`config.mk`:
```
export PLATFORM = sky130hd
export DESIGN_NAME = regfile_write_ctrl
export DESIGN_NICKNAME = d
export VERILOG_FILES = /design/src/rtl/regfile_write_ctrl.sv
export SDC_FILE = /design/constraint.sdc
export NUM_CORES = 1
export LEC_CHECK = 0
export ABC_CLOCK_PERIOD_IN_PS = 2600
export BUFFER_PORTS_ARGS = -buffer_cell sky130_fd_sc_hd__buf_2
export CAP_MARGIN = 10
export CORE_MARGIN = 3
export CORE_UTILIZATION = 51
export CTS_CLUSTER_DIAMETER = 40
export DETAILED_ROUTE_END_ITERATION = 12
export PLACE_DENSITY = 0.92
export SLEW_MARGIN = 5
export SYNTH_ARGS = -nofsm -noshare
export SYNTH_HDL_FRONTEND = slang
export SYNTH_SLANG_ARGS = --single-unit
```
`constraint.sdc`:
```
create_clock -name clk -period 2.6 [get_ports clk]
set_input_delay 0.13 -clock clk [delete_from_list [all_inputs] [get_ports clk]]
set_output_delay 0.13 -clock clk [all_outputs]
set_load 0.01 [all_outputs]
```
`src/rtl/regfile_write_ctrl.sv`:
```
// regfile_write_ctrl: clears the register file after reset, then arbitrates its single write port
module regfile_write_ctrl #(
   parameter int DATA_W       = 32,
   parameter int ADDR_W       = 5,
   parameter int NUM_REGS     = 32,
   parameter int STARVE_LIMIT = 8
) (
   input  logic              clk,
   input  logic              rst,
   input  logic              wb_en,
   input  logic [ADDR_W-1:0] wb_addr,
   input  logic [DATA_W-1:0] wb_data,
   input  logic              dbg_valid,
   input  logic [ADDR_W-1:0] dbg_addr,
   input  logic [DATA_W-1:0] dbg_data,
   output logic              dbg_ready,
   output logic              rf_regwrite,
   output logic [ADDR_W-1:0] rf_write_reg,
   output logic [DATA_W-1:0] rf_write_data,
   output logic              init_busy,
   output logic              pipe_stall,
   output logic              wb_collision
);
   typedef enum logic {INIT, RUN} state_e;
   localparam logic [ADDR_W-1:0] LAST  = ADDR_W'(NUM_REGS - 1);
   localparam logic [7:0]        LIMIT = 8'(STARVE_LIMIT);
   state_e            state_q, state_d;
   logic [ADDR_W-1:0] cnt_q, cnt_d;
   logic [7:0]        wait_q, wait_d;
   logic              rf_regwrite_q, rf_regwrite_d;
   logic [ADDR_W-1:0] rf_write_reg_q, rf_write_reg_d;
   logic [DATA_W-1:0] rf_write_data_q, rf_write_data_d;
   logic              init_busy_q, init_busy_d;
   logic              pipe_stall_q, pipe_stall_d;
   logic              stall_prev_q;
   logic              collision_q, collision_d;
   logic              run, blocked;
   assign run           = state_q == RUN;
   assign dbg_ready     = run & ~wb_en;
   assign blocked       = run & dbg_valid & wb_en;
   assign rf_regwrite   = rf_regwrite_q;
   assign rf_write_reg  = rf_write_reg_q;
   assign rf_write_data = rf_write_data_q;
   assign init_busy     = init_busy_q;
   assign pipe_stall    = pipe_stall_q;
   assign wb_collision  = collision_q;
   // next state: clear sweep during INIT, writeback-first arbitration and starvation tracking in RUN
   always_comb begin
      state_d         = state_q;
      cnt_d           = cnt_q;
      wait_d          = wait_q;
      rf_regwrite_d   = 1'b0;
      rf_write_reg_d  = rf_write_reg_q;
      rf_write_data_d = rf_write_data_q;
      init_busy_d     = init_busy_q;
      pipe_stall_d    = pipe_stall_q;
      collision_d     = collision_q | (run & wb_en & pipe_stall_q & stall_prev_q);
      if (!run) begin
         rf_regwrite_d   = 1'b1;
         rf_write_reg_d  = cnt_q;
         rf_write_data_d = '0;
         cnt_d           = cnt_q + 1'b1;
         if (cnt_q == LAST) begin
            state_d      = RUN;
            init_busy_d  = 1'b0;
            pipe_stall_d = 1'b0;
         end
      end else begin
         if (wb_en) begin
            rf_regwrite_d   = wb_addr != '0;
            rf_write_reg_d  = wb_addr;
            rf_write_data_d = wb_data;
         end else if (dbg_valid) begin
            rf_regwrite_d   = dbg_addr != '0;
            rf_write_reg_d  = dbg_addr;
            rf_write_data_d = dbg_data;
         end
         wait_d       = blocked ? ((wait_q == LIMIT) ? wait_q : wait_q + 8'd1) : '0;
         pipe_stall_d = blocked & (pipe_stall_q | (wait_q == LIMIT));
      end
   end
   // state registers; reset presents a write of zero to x0 and holds the pipeline
   always_ff @(posedge clk or posedge rst) begin
      if (rst) begin
         state_q         <= INIT;
         cnt_q           <= '0;
         wait_q          <= '0;
         rf_regwrite_q   <= 1'b1;
         rf_write_reg_q  <= '0;
         rf_write_data_q <= '0;
         init_busy_q     <= 1'b1;
         pipe_stall_q    <= 1'b1;
         stall_prev_q    <= 1'b0;
         collision_q     <= 1'b0;
      end else begin
         state_q         <= state_d;
         cnt_q           <= cnt_d;
         wait_q          <= wait_d;
         rf_regwrite_q   <= rf_regwrite_d;
         rf_write_reg_q  <= rf_write_reg_d;
         rf_write_data_q <= rf_write_data_d;
         init_busy_q     <= init_busy_d;
         pipe_stall_q    <= pipe_stall_d;
         stall_prev_q    <= pipe_stall_q;
         collision_q     <= collision_d;
      end
   end
endmodule
```
==> results.cfg, run 1 <==
[final_layout]
antenna_cells_inserted = 0
multiInputGateArea_um2 = 1290
flip_flop_count_of_the_largest_register_all_copies_and_words_added = 32
count_of_filler_cells_inserted_in_the_layout = 384
syn2layout_area_growth_pct = 25.9
num-nets-final = 481
register_area_um2 = 1410
layout-drive-gt1-share_pct = 37.8

[pwr]
switchingPower_w = 0.000514
power.internal_w = 0.00139
pwr-share-comb_pct = 19.2
p_total_w = 0.00190
clock_power_share_pct = 29.5
vdd_ir_drop_max_v = 0.000253
leakage_nw = 1.91
switching_share_pct = 27.0
power_frac_seq_pct = 51.3
power_density_nw_per_um2 = 534

[drt]
antenna_violating_nets_post_route = 0
wirelength_mm = 7.41
detailroute.via_count = 2569
post_drt_via_cell_ratio = 5.47
total_drc_errors_in_the_routed_layout = 0
drt-wirelength-per-cell_um = 15.8
detailedRoute.firstIterationViolations = 245
first_pass_iters = 4

[logic_synthesis]
post-synth-top-count-cell = sky130_fd_sc_hd__nor2_1
synth.lib_cells_used.distinct = 37
synthArstFlopShare_pct = 100
synthTopCellsByArea = sky130_fd_sc_hd__dfrtp_1, sky130_fd_sc_hd__mux2i_1, sky130_fd_sc_hd__nor2_1
synth.ff_latch_count = 56
synth.yosys.warnings = 0
synth_edf_count = 0
synth.cell_area_um2 = 2820
synth.largest_area_cell = sky130_fd_sc_hd__dfrtp_1
avgSynthCellArea_um2 = 9.91
synth_sequential_area_ratio_pct = 49.8
synth.top_cells.by_count = sky130_fd_sc_hd__nor2_1, sky130_fd_sc_hd__dfrtp_1, sky130_fd_sc_hd__mux2i_1, sky130_fd_sc_hd__a21oi_1, sky130_fd_sc_hd__o21ai_0
synth_fp_nets = 367
netlist.area_leader.share_pct = 47.0
ys.flop_type = sky130_fd_sc_hd__dfrtp_1
syn_inst = 285

[clock_network]
cts_root_buffer = sky130_fd_sc_hd__clkbuf_8
clk_pin_slew_worst_paths_ps = 100
cts.sinks = 56
clk_latency_ps = 310
cts_tree = yes
clockBufferDepth = 2
post-cts-setup-buffers = 0
cts-htree-levels = 2
cts-buffers-inserted = 5

[floorplan]
start_util_pct = 53.9
io_pins = 120
die_area_um2 = 6470
area_of_the_core_um2 = 5240
floorplan.die.height_um = 80.4
core.rowCount = 26
dieWidth_um = 80.4

[sta]
timing_worst_slew_pin_value_ps = 668
report.final.slew_viol_count = 0
relSlewSlack_pct = 55.5
timing.final.crit_share_pct = 73.0
timing.setup.tns_ps = 0
maxClockFrequency_ghz = 0.527
finalHoldViolCount = 0
setup_viol = 0
worst_clock_skew_ps = 7.33
worst_hold_check_slack_ps = 57.4
grt_setup_unrepaired = no
post-route-worst-setup-slack_ps = 703
finalCriticalPeriod_ps = 1900

[grt]
grtUsageTotal_pct = 22.7
antenna_found_initial = 0
gr-total-overflow = 0
first_global_vias = 2405
grt_first_pass_wirelength_mm = 11.4
maximum_number_of_pins_on_one_net_before_global_route_repair = 42

[setup_path]
worst-endpoint-arrival_ps = 1770
type_of_the_worst_setup_path = register to output pin
critical_path_peak_fanout = 38
startpoint_type = register
crit_path_end_kind = output pin
crit_required_ps = 2470

[run_status]
outcome = completed

[place]
io_buffer_count = 119
dpl.hpwl_mm = 5.04
detailedPlace.worstSlack_ps = 1020
gpl_wtd_cong = 0.844

[min_path]
worstHoldPathType = primary input to register

[flow_run]
max_cap_viol_count = 0
==> critical path, stage by stage (launching register included) <==
cell                      delay, ps
sky130_fd_sc_hd__dfrtp_1        690
sky130_fd_sc_hd__inv_1          130
sky130_fd_sc_hd__buf_4          290
sky130_fd_sc_hd__nor2_1         190
sky130_fd_sc_hd__buf_2          160
==> power groups by stage <==
| stage | clock [W] | combinational (W) | sequential, W |
|---|---|---|---|
| 3_3_place_gp | 0 | 0.000346 | 0.000985 |
| 4_1_cts | 0.000567 | 0.000366 | 0.000973 |
| 3_5_place_dp | 0 | 0.000358 | 0.000989 |
| 5_1_grt | 0.000604 | 0.000405 | 0.000983 |
| 2_1_floorplan | 0 | 0.000182 | 0.00101 |
| 6_report | 0.000560 | 0.000365 | 0.000974 |
==> layout make-up <==
class                           instances  share of cell area, %
Clock buffer                            5                   1.94
Clock inverter                          3                   1.20
Inverter                                4                  0.422
Multi-Input combinational cell        207                   36.4
Sequential cell                        56                   39.5
Tap cell                               70                   2.46
Timing Repair Buffer                  125                   18.1
==> final timing paths <==
check	startpoint	end	slack, ps	cells past startpoint
worst max-delay path	run	dbg_ready	700	4
worst min-delay path	wb_data[9]	rf_write_data[9]	60	3
worst max register to register	run	wait_q[6]	940	4
worst min register to register	pipe_stall	stall_prev_q	440	0
max in group asynchronous	rst	rf_regwrite	1430	4
min in group asynchronous	rst	rf_write_data[5]	360	3
==> placed cells by master (no fill, tap or decap), types with 2 or more instances in the layout <==
cell | netlist | routed
sky130_fd_sc_hd__a21oi_1 | 35 | 35
sky130_fd_sc_hd__a31oi_1 | 2 | 2
sky130_fd_sc_hd__and3_1 | 4 | 4
sky130_fd_sc_hd__buf_2 | 5 | 119
sky130_fd_sc_hd__buf_4 | 1 | 5
sky130_fd_sc_hd__clkbuf_8 | 1 | 5
sky130_fd_sc_hd__dfrtp_1 | 53 | 53
sky130_fd_sc_hd__dfstp_2 | 3 | 3
sky130_fd_sc_hd__ha_1 | 4 | 4
sky130_fd_sc_hd__inv_1 | 4 | 3
sky130_fd_sc_hd__mux2_2 | 7 | 7
sky130_fd_sc_hd__mux2i_1 | 37 | 37
sky130_fd_sc_hd__nand2_1 | 8 | 8
sky130_fd_sc_hd__nand3_1 | 2 | 2
sky130_fd_sc_hd__nand4_1 | 2 | 2
sky130_fd_sc_hd__nor2_1 | 73 | 73
sky130_fd_sc_hd__o21ai_0 | 11 | 11
sky130_fd_sc_hd__or4_1 | 2 | 2
sky130_fd_sc_hd__xnor2_1 | 4 | 4
==> metrics by stage <==
stage / utilization, % / cells / area, µm²
2_1_floorplan: - / 285 / 2820
3_3_place_gp: 65.6 / 461 / 3430
3_5_place_dp: 65.6 / 461 / 3430
4_1_cts: 67.9 / 470 / 3560
5_1_grt: 67.9 / 470 / 3560
6_report: 67.9 / 470 / 3560
==> per-layer routing <==
metal / wire length [µm] / vias up / GRT usage, %
met5: 0 / - / 0
met4: 257 / 0 / 8.11
met3: 590 / 32 / 5.04
met2: 3740 / 144 / 40.1
met1: 2830 / 1181 / 27.0
li1: - / 1212 / -
==> cell families (layout without fill, tap and decap cells) <==
| group | Yosys count | in the layout | synth area share, % |
|---|---|---|---|
| compound gates | 57 | 57 | 11.7 |
| xor+xnor | 4 | 4 | 1.24 |
| fa+ha+maj | 4 | 4 | 1.77 |
| buf+inv | 22 | 137 | 4.43 |
| flops | 56 | 56 | 49.8 |
| mux | 44 | 44 | 15.9 |
| simple gates | 98 | 98 | 15.2 |
==> timing repair <==
item	CTS	global route
endpoints found under the hold margin	16	0
endpoints found under the setup margin	0	0
hold buffers	1	0
resized for setup	0	0
Power figures use the tool's default switching activity.
==> run 2, diff against run 1 <==
--- a/config.mk
+++ b/config.mk
@@ -5,14 +5,15 @@
 export SDC_FILE = /design/constraint.sdc
 export NUM_CORES = 1
 export LEC_CHECK = 0
-export ABC_CLOCK_PERIOD_IN_PS = 2600
+export ABC_AREA = 1
+export ABC_CLOCK_PERIOD_IN_PS = 1600
 export BUFFER_PORTS_ARGS = -buffer_cell sky130_fd_sc_hd__buf_2
 export CAP_MARGIN = 10
 export CORE_MARGIN = 3
-export CORE_UTILIZATION = 51
+export CORE_UTILIZATION = 43
 export CTS_CLUSTER_DIAMETER = 40
 export DETAILED_ROUTE_END_ITERATION = 12
-export PLACE_DENSITY = 0.92
+export PLACE_DENSITY = 0.83
 export SLEW_MARGIN = 5
 export SYNTH_ARGS = -nofsm -noshare
 export SYNTH_HDL_FRONTEND = slang
==> constraint.sdc (replaced) <==
create_clock -name clk -period 1.6 [get_ports clk]
set_input_delay 0.08 -clock clk [delete_from_list [all_inputs] [get_ports clk]]
set_output_delay 0.08 -clock clk [all_outputs]
set_load 0.01 [all_outputs]
==> run 2 against run 1 <==
Effect of this change: flip-flop and latch count is the same; utilization shrank 9.7 points; synthesized cell count grew 18%; sequential share of layout area grew 0.37 points; sequential power grew 61%; first-iteration DRC count shrank 36%; largest cell class unchanged; largest power group unchanged.
==> results.cfg, run 2 <==
[final_layout]
flip_flop_count_of_the_largest_register_all_copies_and_words_added = 32
layout-drive-gt1-share_pct = 32.7
finalNonFillerCells = 530
num-nets-final = 536
register_area_um2 = 1410
multiInputGateArea_um2 = 1150
antenna_cells_inserted = 0
syn2layout_area_growth_pct = 27.7
leading_cell_types_in_the_layout_fill_and_taps_excluded = sky130_fd_sc_hd__nand2_1, sky130_fd_sc_hd__buf_2, sky130_fd_sc_hd__dfrtp_1
count_of_filler_cells_inserted_in_the_layout = 518
finalCoreUtilization_pct = 58.2
mostFrequentLayoutCell = sky130_fd_sc_hd__nand2_1

[grt]
gr-total-overflow = 0
maximum_number_of_pins_on_one_net_before_global_route_repair = 58
grtUsageTotal_pct = 19.6
antenna_found_initial = 0
first_global_vias = 2554
grt_first_pass_wirelength_mm = 11.7

[drt]
detailedRoute.firstIterationViolations = 156
first_pass_iters = 6
drt-wirelength-per-cell_um = 13.6
post_drt_via_cell_ratio = 5.10
antenna_violating_nets_post_route = 0
detailroute.via_count = 2704
wirelength_mm = 7.19
total_drc_errors_in_the_routed_layout = 0

[clock_network]
cts_root_buffer = sky130_fd_sc_hd__clkbuf_8
clk_latency_ps = 300
cts-buffers-inserted = 5
clockBufferDepth = 2
cts.sinks = 56
clk_pin_slew_worst_paths_ps = 100
cts-htree-levels = 2
cts_tree = yes

[floorplan]
core.rowCount = 28
floorplan.die.height_um = 86.1
io_pins = 120
area_of_the_core_um2 = 6060
start_util_pct = 45.5
dieWidth_um = 86.1
die_area_um2 = 7420

[sta]
grt_setup_unrepaired = no
finalHoldViolCount = 0
finalCriticalPeriod_ps = 1450
report.final.slew_viol_count = 0
timing_worst_slew_pin_value_ps = 453
setup_viol = 0
relSlewSlack_pct = 69.8
worst_clock_skew_ps = 8.70
timing.final.crit_share_pct = 90.6
worst_hold_check_slack_ps = 25.2
timing.setup.tns_ps = 0
maxClockFrequency_ghz = 0.690

[setup_path]
worst-endpoint-arrival_ps = 1700
critical_path_peak_fanout = 4
crit_required_ps = 1850
startpoint_type = register
regToRegStartpoint = cnt_q[0]
crit_path_end_kind = register
critPathLaunch = cnt_q[0]
type_of_the_worst_setup_path = register to register

[min_path]
hold_path_start = dbg_data[19]
worstHoldPathType = primary input to register

[place]
io_buffer_count = 119
dp_cells = 521
gpl_wtd_cong = 0.838
dpl.hpwl_mm = 5.46

[logic_synthesis]
post-synth-top-count-cell = sky130_fd_sc_hd__nand2_1
synth.top_cells.by_count = sky130_fd_sc_hd__nand2_1, sky130_fd_sc_hd__dfrtp_1, sky130_fd_sc_hd__nor2_1, sky130_fd_sc_hd__a31oi_1, sky130_fd_sc_hd__inv_1
synth.ff_latch_count = 56
synth_fp_nets = 418
synth_edf_count = 0
avgSynthCellArea_um2 = 8.21
synth_sequential_area_ratio_pct = 50.9
synth.lib_cells_used.distinct = 29
ys.flop_type = sky130_fd_sc_hd__dfrtp_1
syn_inst = 336
synth.yosys.warnings = 0
netlist.area_leader.share_pct = 48.1
synth.largest_area_cell = sky130_fd_sc_hd__dfrtp_1
synth.cell_area_um2 = 2760
synthTopCellsByArea = sky130_fd_sc_hd__dfrtp_1, sky130_fd_sc_hd__nand2_1, sky130_fd_sc_hd__a31oi_1
synthArstFlopShare_pct = 100

[flow_run]
max_cap_viol_count = 0

[pwr]
leakage_nw = 1.90
vdd_ir_drop_max_v = 0.000412
power_density_nw_per_um2 = 851
p_total_w = 0.00300

[run_status]
outcome = completed
-- run 2: changes by cell type after synthesis, moves of 12 or more --
cell / delta
sky130_fd_sc_hd__nand2_1: +116
sky130_fd_sc_hd__mux2i_1: -37
sky130_fd_sc_hd__a21oi_1: -32
sky130_fd_sc_hd__nor2_1: -31
sky130_fd_sc_hd__a31oi_1: +29
sky130_fd_sc_hd__nand3_1: +13
sky130_fd_sc_hd__inv_1: +12
-- run 2: metrics by stage --
step	cell area [µm²]	setup slack [ps]
global route	3530	61.0
CTS	3520	5.63
finish	3530	151
detailed placement	3400	186
global placement	3400	220
floorplan	2760	154
-- run 2: final timing paths --
path	endpoint	slack, ps	depth (start not counted)
min in group asynchronous	rf_write_data[21]	330	3
worst max register to register	pipe_stall	150	8
worst min-delay path	rf_write_data[19]	30	3
worst min register to register	stall_prev_q	440	0
max in group asynchronous	init_busy	670	4
worst max-delay path	pipe_stall	150	8
-- run 2: critical path, cell delays in order, from the launching register on --
cell                      delay, ps
sky130_fd_sc_hd__dfrtp_1        440
sky130_fd_sc_hd__ha_1           230
sky130_fd_sc_hd__nand2_1         60
sky130_fd_sc_hd__nor2_1          40
sky130_fd_sc_hd__ha_1           180
sky130_fd_sc_hd__or2_2          290
sky130_fd_sc_hd__nand2_1         70
sky130_fd_sc_hd__nand2_1         40
sky130_fd_sc_hd__nand2_1         50
-- run 2: timing repair --
action,CTS,global route
setup buffers,0,0
gates resized for setup,0,2
hold buffers,1,0
endpoints found under the setup margin,0,1
hold endpoints to repair,21,0
-- run 2: metal layers --
layer,part of all wire (%),up-vias,routed length (µm),GRT usage [%]
met5,0,-,0,0
met4,1.8,0,126,6.47
met3,8.0,15,575,4.03
met2,50,129,3580,33.4
met1,40,1244,2910,24.8
li1,-,1316,-,-
-- run 2: final cells by class --
cell class	count	area share, %
Clock buffer	6	2.06
Clock inverter	2	0.994
Inverter	18	1.99
Multi-Input combinational cell	245	32.7
Sequential cell	56	39.9
Tap cell	75	2.66
Timing Repair Buffer	128	19.7
-- run 2: report_power, final --
group | internal, W | leakage, nW | switching [W]
registers | 0.00152 | 0.681 | 0.0000539
clock network | 0.000465 | 0.0552 | 0.000435
logic | 0.000232 | 1.17 | 0.000298
-- run 2: kinds of logic after synthesis --
| logic type | Yosys count | synth area share (%) |
|---|---|---|
| xor+xnor | 4 | 1.27 |
| buf+inv | 35 | 7.30 |
| simple gates | 194 | 28.8 |
| fa+ha+maj | 4 | 1.81 |
| compound gates | 43 | 9.88 |
| flops | 56 | 50.9 |
